--- src/rtl/path_heap_ctrl.sv ---
// Control FSM for a binary-heap priority queue: accepts push/pop requests, drives the
// storage write/move ports and sequences an external sift-step datapath under a watchdog.
module path_heap_ctrl #(
  parameter int CAP       = 1000,
  parameter int MAX_STEPS = 10
) (
  input  logic        system1000,
  input  logic        system1000_rstn,
  input  logic        push_valid,
  input  logic [64:0] push_data,
  output logic        push_ready,
  input  logic        pop_valid,
  output logic        pop_ready,
  output logic        res_valid,
  output logic [64:0] res_data,
  input  logic        res_ready,
  output logic        dp_wr_en,
  output logic [15:0] dp_wr_idx,
  output logic [64:0] dp_wr_data,
  output logic        dp_mv_en,
  output logic [34:0] dp_hdr_o,
  output logic        dp_step,
  input  logic [34:0] dp_hdr_i,
  input  logic [64:0] dp_root_i,
  output logic [15:0] count,
  output logic        busy,
  output logic        err
);

  localparam logic [15:0] CAP_W   = 16'(CAP);
  localparam logic [15:0] STEPS_W = 16'(MAX_STEPS);
  localparam logic [1:0]  OP_PUSH = 2'b10;
  localparam logic [1:0]  OP_POP  = 2'b01;

  typedef enum logic [1:0] {IDLE, LOAD, SIFT, RESP} state_t;

  state_t      state, state_nxt;
  logic [34:0] hdr;
  logic [15:0] steps;
  logic [64:0] wr_data;
  logic        op_push;
  logic        last_push;
  logic        push_can, pop_can, push_acc, pop_acc;
  logic        step_last, sift_exit;

  assign push_can  = system1000_rstn && (state == IDLE) && (count < CAP_W);
  assign pop_can   = system1000_rstn && (state == IDLE) && (count != 16'd0) && !res_valid;
  assign push_acc  = push_valid && push_ready;
  assign pop_acc   = pop_valid && pop_ready;
  assign step_last = (steps + 16'd1) >= STEPS_W;
  assign sift_exit = dp_hdr_i[34] || step_last;

  assign dp_hdr_o   = hdr;
  assign busy       = (state != IDLE);
  assign dp_wr_idx  = dp_wr_en ? hdr[15:0] : 16'd0;
  assign dp_wr_data = dp_wr_en ? wr_data : 65'd0;

  always_ff @(posedge system1000) begin
    if (!system1000_rstn) state <= IDLE;
    else                  state <= state_nxt;
  end

  always_comb begin
    state_nxt  = state;
    push_ready = 1'b0;
    pop_ready  = 1'b0;
    dp_wr_en   = 1'b0;
    dp_mv_en   = 1'b0;
    dp_step    = 1'b0;
    case (state)
      IDLE: begin
        // On contention the op that was not served last goes first.
        push_ready = push_can && !(pop_can && pop_valid && push_valid && last_push);
        pop_ready  = pop_can && !(push_can && push_valid && pop_valid && !last_push);
        if ((push_valid && push_ready) || (pop_valid && pop_ready)) state_nxt = LOAD;
      end
      LOAD: begin
        dp_wr_en  = op_push;
        dp_mv_en  = !op_push;
        state_nxt = (!op_push && count == 16'd0) ? RESP : SIFT;
      end
      SIFT: begin
        dp_step = 1'b1;
        if (sift_exit) state_nxt = op_push ? IDLE : RESP;
      end
      RESP: begin
        if (res_ready) state_nxt = IDLE;
      end
      default: state_nxt = IDLE;
    endcase
  end

  // Count and header move together at accept so the header size always tracks count.
  always_ff @(posedge system1000) begin
    if (!system1000_rstn) begin
      count     <= 16'd0;
      hdr       <= 35'd0;
      steps     <= 16'd0;
      wr_data   <= 65'd0;
      op_push   <= 1'b0;
      last_push <= 1'b0;
      err       <= 1'b0;
      res_valid <= 1'b0;
      res_data  <= 65'd0;
    end else begin
      if (push_acc) begin
        wr_data   <= push_data;
        op_push   <= 1'b1;
        last_push <= 1'b1;
        count     <= count + 16'd1;
        hdr       <= {1'b0, OP_PUSH, count + 16'd1, count};
      end else if (pop_acc) begin
        res_data  <= dp_root_i;
        op_push   <= 1'b0;
        last_push <= 1'b0;
        count     <= count - 16'd1;
        hdr       <= {1'b0, OP_POP, count - 16'd1, 16'd0};
      end
      if (state == LOAD) steps <= 16'd0;
      if (state == SIFT) begin
        hdr   <= dp_hdr_i;
        steps <= steps + 16'd1;
        if (step_last && !dp_hdr_i[34]) err <= 1'b1;
      end
      if (state != RESP && state_nxt == RESP)     res_valid <= 1'b1;
      else if (state == RESP && res_ready)        res_valid <= 1'b0;
    end
  end

endmodule

--- config.mk ---
export PLATFORM = sky130hd
export DESIGN_NAME = path_heap_ctrl
export DESIGN_NICKNAME = d
export VERILOG_FILES = /design/src/rtl/path_heap_ctrl.sv
export SDC_FILE = /design/constraint.sdc
export NUM_CORES = 1
export LEC_CHECK = 0
export CORE_MARGIN = 10
export CORE_UTILIZATION = 47
export DETAILED_ROUTE_END_ITERATION = 7
export PLACE_DENSITY = 0.95
export SLEW_MARGIN = 10
export SYNTH_ARGS = -nofsm -noshare
export SYNTH_HDL_FRONTEND = slang
export SYNTH_SLANG_ARGS = --single-unit
--- constraint.sdc ---
create_clock -name system1000 -period 5.38 [get_ports system1000]
set_clock_uncertainty 0.05 [all_clocks]
set_input_delay 0.807 -clock system1000 [delete_from_list [all_inputs] [get_ports system1000]]
set_output_delay 0.807 -clock system1000 [all_outputs]
set_load 0.02 [all_outputs]
### Word level (Yosys, flattened, before mapping)

Cells that the tools add are included.

| word-level totals | value |
|---|---|
| flip-flop bits (word level) | 202 |
| input bits | 170 |
| output and inout bits | 205 |
| word-level logic and storage cells | 81 |

| operators by class | value |
|---|---|
| $add $sub $neg | 3 |
| order comparisons | 2 |
| equal/unequal tests | 5 |
| muxes and demuxes | 24 |
| bitwise gates (word level) | 1 |
| reduce and logical (&&, ||, !) cells | 37 |

Operator list:

| cell | number |
|---|---|
| $mux 35 | 3 |
| $mux 16 | 5 |
| $mux 65 | 1 |
| $add 16x1->16 const B | 2 |
| $logic_and 1x1->1 | 20 |
| $ge 16x4->1 const B | 1 |
| $logic_not 16->1 | 1 |
| $lt 16x10->1 const B | 1 |
| $reduce_bool 16->1 | 1 |
| $sub 16x1->16 const B | 1 |
| $mux 1 | 10 |
| $mux 2 | 4 |
| $pmux 2 s4 | 1 |
| $reduce_bool 2->1 | 4 |
| $eq 2x2->1 const B | 3 |
| $logic_not 1->1 | 5 |
| $reduce_and 2->1 | 2 |
| $reduce_bool 3->1 | 1 |
| $eq 2x1->1 const B | 1 |
| $logic_not 2->1 | 1 |
| $logic_or 1x1->1 | 2 |
| $ne 2x2->1 const B | 1 |
| $not 1->1 | 1 |

### Depth between registers and ports, before layout

| depth | value |
|---|---|
| depth after elaboration | 16 |
| mapped depth | 12 |
| depth with buffers taken out | 9 |

### Least setup slack after synthesis

Ideal clock, no wire load.

| path | value |
|---|---|
| kind | register to output |
| start point | reg count[0] |
| end point | out push_ready |
| data arrival time | 2.199 ns |
| required time | 4.523 ns |
| setup slack | 2.324 ns |
| cell stages (with the launch flop) | 9 |
| path buffers | 2 |
| cell sequence | dfxtp_1 > buf_6 > inv_1 > ha_1 > or3b_1 > nor4_4 > a211oi_2 > clkbuf_8 > a21oi_1 |

| between the ends | value |
|---|---|
| word-level cells in the longest chain between the ends | 9 |
| elaborated cells on any way between the ends | 11 |
| those cells by class | order compare (1); mux (1); reduce/logical (9) |

RTL lines:

| item | RTL line | RTL |
|---|---|---|
| start: declaration | 25 | `output logic [15:0] count,` |
| start signal: assignment | 110 | `count <= count + 16'd1;` |
| start signal: assignment | 116 | `count <= count - 16'd1;` |
| parallel branches: the longest is 7 deep, another holds $lt 16x10->1 | - |  |
| $logic_and 1x1->1 (*) | 73 | `push_ready = push_can && !(pop_can && pop_valid && push_valid && last_push);` |
| $mux 1 (*) | 70 | `case (state)` |
| end: declaration | 11 | `output logic push_ready,` |

Every way passes the cells marked *.

### Final worst setup path

| path | value |
|---|---|
| start point | in system1000_rstn |
| end point | out pop_ready |

| between the ends | value |
|---|---|
| word-level cells in the longest chain between the ends | 8 |
| elaborated cells on any way between the ends | 10 |
| those cells by class | mux (1); reduce/logical (9) |

RTL lines:

| item | RTL line | RTL |
|---|---|---|
| start: declaration | 8 | `input logic system1000_rstn,` |
| $logic_and 1x1->1 (*) | 46, 47 |  |
| $logic_and 1x1->1 | 46 | `assign push_can = system1000_rstn && (state == IDLE) && (count < CAP_W);` |
| $logic_and 1x1->1 (3 in a row) | 74 | `pop_ready = pop_can && !(push_can && push_valid && pop_valid && !last_push);` |
| $logic_not 1->1 | 74 |  |
| $logic_and 1x1->1 (*) | 74 |  |
| $mux 1 (*) | 70 |  |
| end: declaration | 13 | `output logic pop_ready,` |

Every way passes the cells marked *; elsewhere a longest branch is shown, timed or not.

==> results_dict.tcl <==
set metrics [dict create \
    hold_buffers 0 \
    rows 51 \
    grtUsageMet2_pct 45.9 \
    setup_violations 0 \
    groute.usage.overall_pct 26.7 \
    finalSetupTns_ns 0 \
    gp_congestion 0.917 \
    fin_crit_ns 4.31 \
    seqPwrFrac_pct 30.4 \
    dr.pass1.iters 6 \
    internal_power_uw 4160 \
    avgViaCountPerCell 5.72 \
    maxClockFrequency_mhz 232 \
    grt.overflow.total 0 \
    critPathLaunchType "input port" \
    dieArea_sq_um 26200 \
    netlist_instances 1239 \
    grt_pass1_wl_um 57300 \
    slowest_stage "clkdlybuf4s50_1" \
    start_util_pct 48.1 \
    drv_slew 0 \
    slew_headroom_pct 37.0 \
    ys_ff_latch 202 \
    first_iter_violations 940 \
    path_common_cell "clkdlybuf4s50_1" \
    yosys_warnings 0 \
    hpwl_um 26800 \
    grt_use_met1_pct 29.0 \
    end_kind "primary output" \
    gr-usage-met3_pct 10.2 \
    synth_edf_count 0 \
    grt_pass1_vias 10210 \
    cts_sinks 202 \
    routed_wl_um 37200 \
    cts_setup_buffers 0 \
    place_area_sq_um 13100 \
    route.detailed.drc 0 \
    clkPwrFrac_pct 23.0 \
    syn_to_final_growth_pct 46.6 \
    wl_per_cell_um 20.5 \
    final_area_sq_um 13900 \
    vdd.ir_drop.worst_v 0.000367 \
    avgSynthCellArea_sq_um 7.63 \
    cp_num_buf_inv 3 \
    cts_buffers 23 \
    finalHoldViolCount 0 \
    die_w_um 162 \
    slowest_delay_ns 0.62 \
    gr-max-usage-layer "met2" \
    outcome "completed" \
    whs_ns 0.397 \
    path_cells "clkdlybuf4s50_1, buf_4, nor4bb_1, o2111ai_1, nor2_1, a21oi_1, clkdlybuf4s50_1" \
    vias 10385 \
    min_path_type "register to register" \
    fin_cells 1815 \
    async_reset_ff_share_pct 0 \
    cp_top_family "buffers and inverters" \
    final_cell_mix "clkdlybuf4s50_1, nand2_1, dfxtp_1" \
    drtAntennaViolNets 0 \
    syn_nets 1418 \
    root_buffer "clkbuf_16" \
    grt_start_max_net_pins 83 \
    arrival_ns 3.46 \
    place_ws_ns 1.17 \
    yosys.cell_types.count 65 \
    drive_gt1_share_pct 4.72 \
    tightest_slew_ns 0.943 \
    p_per_area_nw_per_um2 516 \
    port_buffers 374 \
    io_pins 375 \
    dp.cells 1773 \
    synthFlopType "dfxtp_1" \
    synth_area_sq_um 9460 \
    cts.htree.levels 1 \
    post-route-period-util_pct 80.2 \
    required_ns 4.52 \
    antenna_found_initial 1 \
    power_leakage_uw 0.00517 \
    p_comb_share_pct 46.6 \
    clock_latency_ns 0.50 \
    nets 1712 \
    p_sw_share_pct 42.0 \
    cts.path.max_buffers 3 \
    final_common_cell "clkdlybuf4s50_1" \
    clk_pin_slew_ns 0.06 \
    rsz0062_at_grt "false" \
    ctsResizeCount 0 \
    synth_seq_area_share_pct 42.8 \
    core_region_area_sq_um 19700 \
    cp_max_fo 17 \
    power.switching_uw 3010 \
    die_height_um 162 \
    fin_ws_ns 1.07 \
    max_cap_violations 0 \
    setup.worst_path.class "input port to primary output" \
    cts_tree "done" \
]
==> per-layer routing <==
metal | routed length (um) | up-vias
met5 | 0 | -
met1 | 13300 | 4854
met2 | 18000 | 585
li1 | - | 4848
met3 | 4460 | 98
met4 | 1440 | 0
==> worst paths after layout <==
kind / startpoint / endpoint / slack [ns] / cells past startpoint
setup / recovery: system1000_rstn / pop_ready / 1.07 / 7
hold / removal: wr_data[62] / wr_data[62] / 0.40 / 2
setup reg to reg: count[0] / dp_hdr_o[24] / 1.30 / 10
hold reg to reg: wr_data[62] / wr_data[62] / 0.40 / 2
==> power groups by stage <==
stage	registers, uW	logic [uW]	clock network [uW]
after global placement	2170	3200	0
final	2180	3340	1650
after floorplan	2300	2030	0
after global routing	2220	3640	1730
after detailed placement	2190	3300	0
after CTS	2170	3330	1670
==> layout make-up <==
cell class                 instances  area [sq um]
clock buffer                      34           667
timing repair buffer             387          3850
multi-input combinational        902          4770
sequential                       202          4050
fill                            1428          5790
inverter                          17          68.8
tap                              265           332
antenna                            2          5.00
clock inverter                     6           130
==> cell usage after synthesis (2+ instances only) <==
master     count  area [sq um]
nor4_1        14          87.6
nand3_1       13          65.1
inv_1         17          63.8
a211o_1        4          35.0
o211ai_1       5          37.5
o21ai_1        2          10.0
clkbuf_1      89           334
xnor2_1       12           105
dfxtp_1      202          4040
o41ai_1        2          17.5
nor3_1        36           180
o21ai_0       26           130
o2111ai_1      7          61.3
or3_2          2          15.0
or3_1         16           100
a221oi_1      10          87.6
nand4_1       11          68.8
nor4_4         2          42.5
nor4bb_1       2          20.0
o22ai_1        2          12.5
nor4_2         2          25.0
buf_6          8          90.1
and3_1        92           576
nor2_1        63           236
xor2_1         7          61.3
a2111oi_0      5          43.8
and4_1         3          26.3
o31ai_1        5          37.5
a31oi_1        6          37.5
nand2_1      312          1170
a2111oi_2      2          30.0
ha_1           9           113
mux2i_1        4          40.0
buf_2         10          50.1
a21o_1         3          22.5
o311ai_0       2          17.5
nor3b_1        4          30.0
nand2b_1       3          18.8
clkbuf_8       9           124
a21oi_1      186           931
and2_1         6          37.5
==> through the flow <==
stage          utilization [%]  total power [uW]
2_1_floorplan                -              4330
3_3_place_gp              66.5              5370
3_5_place_dp              66.5              5490
4_1_cts                   70.5              7170
5_1_grt                   70.6              7590
6_report                  70.6              7160
==> cells by family (layout without fill, tap and decap cells) <==
| kind of cell | after synthesis | in the layout | share of synthesized area (%) |
|---|---|---|---|
| fa+ha+maj | 9 | 9 | 1.19 |
| flops | 202 | 202 | 42.8 |
| simple gates | 589 | 589 | 29.3 |
| compound gates | 281 | 281 | 17.4 |
| buf+inv | 135 | 444 | 7.21 |
| other cells | 0 | 2 | 0 |
| mux | 4 | 4 | 0.423 |
| xor+xnor | 19 | 19 | 1.76 |
==> state kept, by name (all words and copies together), names as in the netlist <==
| name | cells |
|---|---|
| state | 2 |
| res_valid | 1 |
| wr_data | 65 |
| last_push | 1 |
| count | 16 |
| dp_hdr_o | 35 |
| steps | 16 |
| res_data | 65 |
| err | 1 |
==> tightest hold or removal path: stages, from the launching register on <==
cell     delay [ns]
dfxtp_1        0.30
nand2_1        0.05
a21oi_1        0.05
No activity file was read; power rests on OpenSTA's default activity.
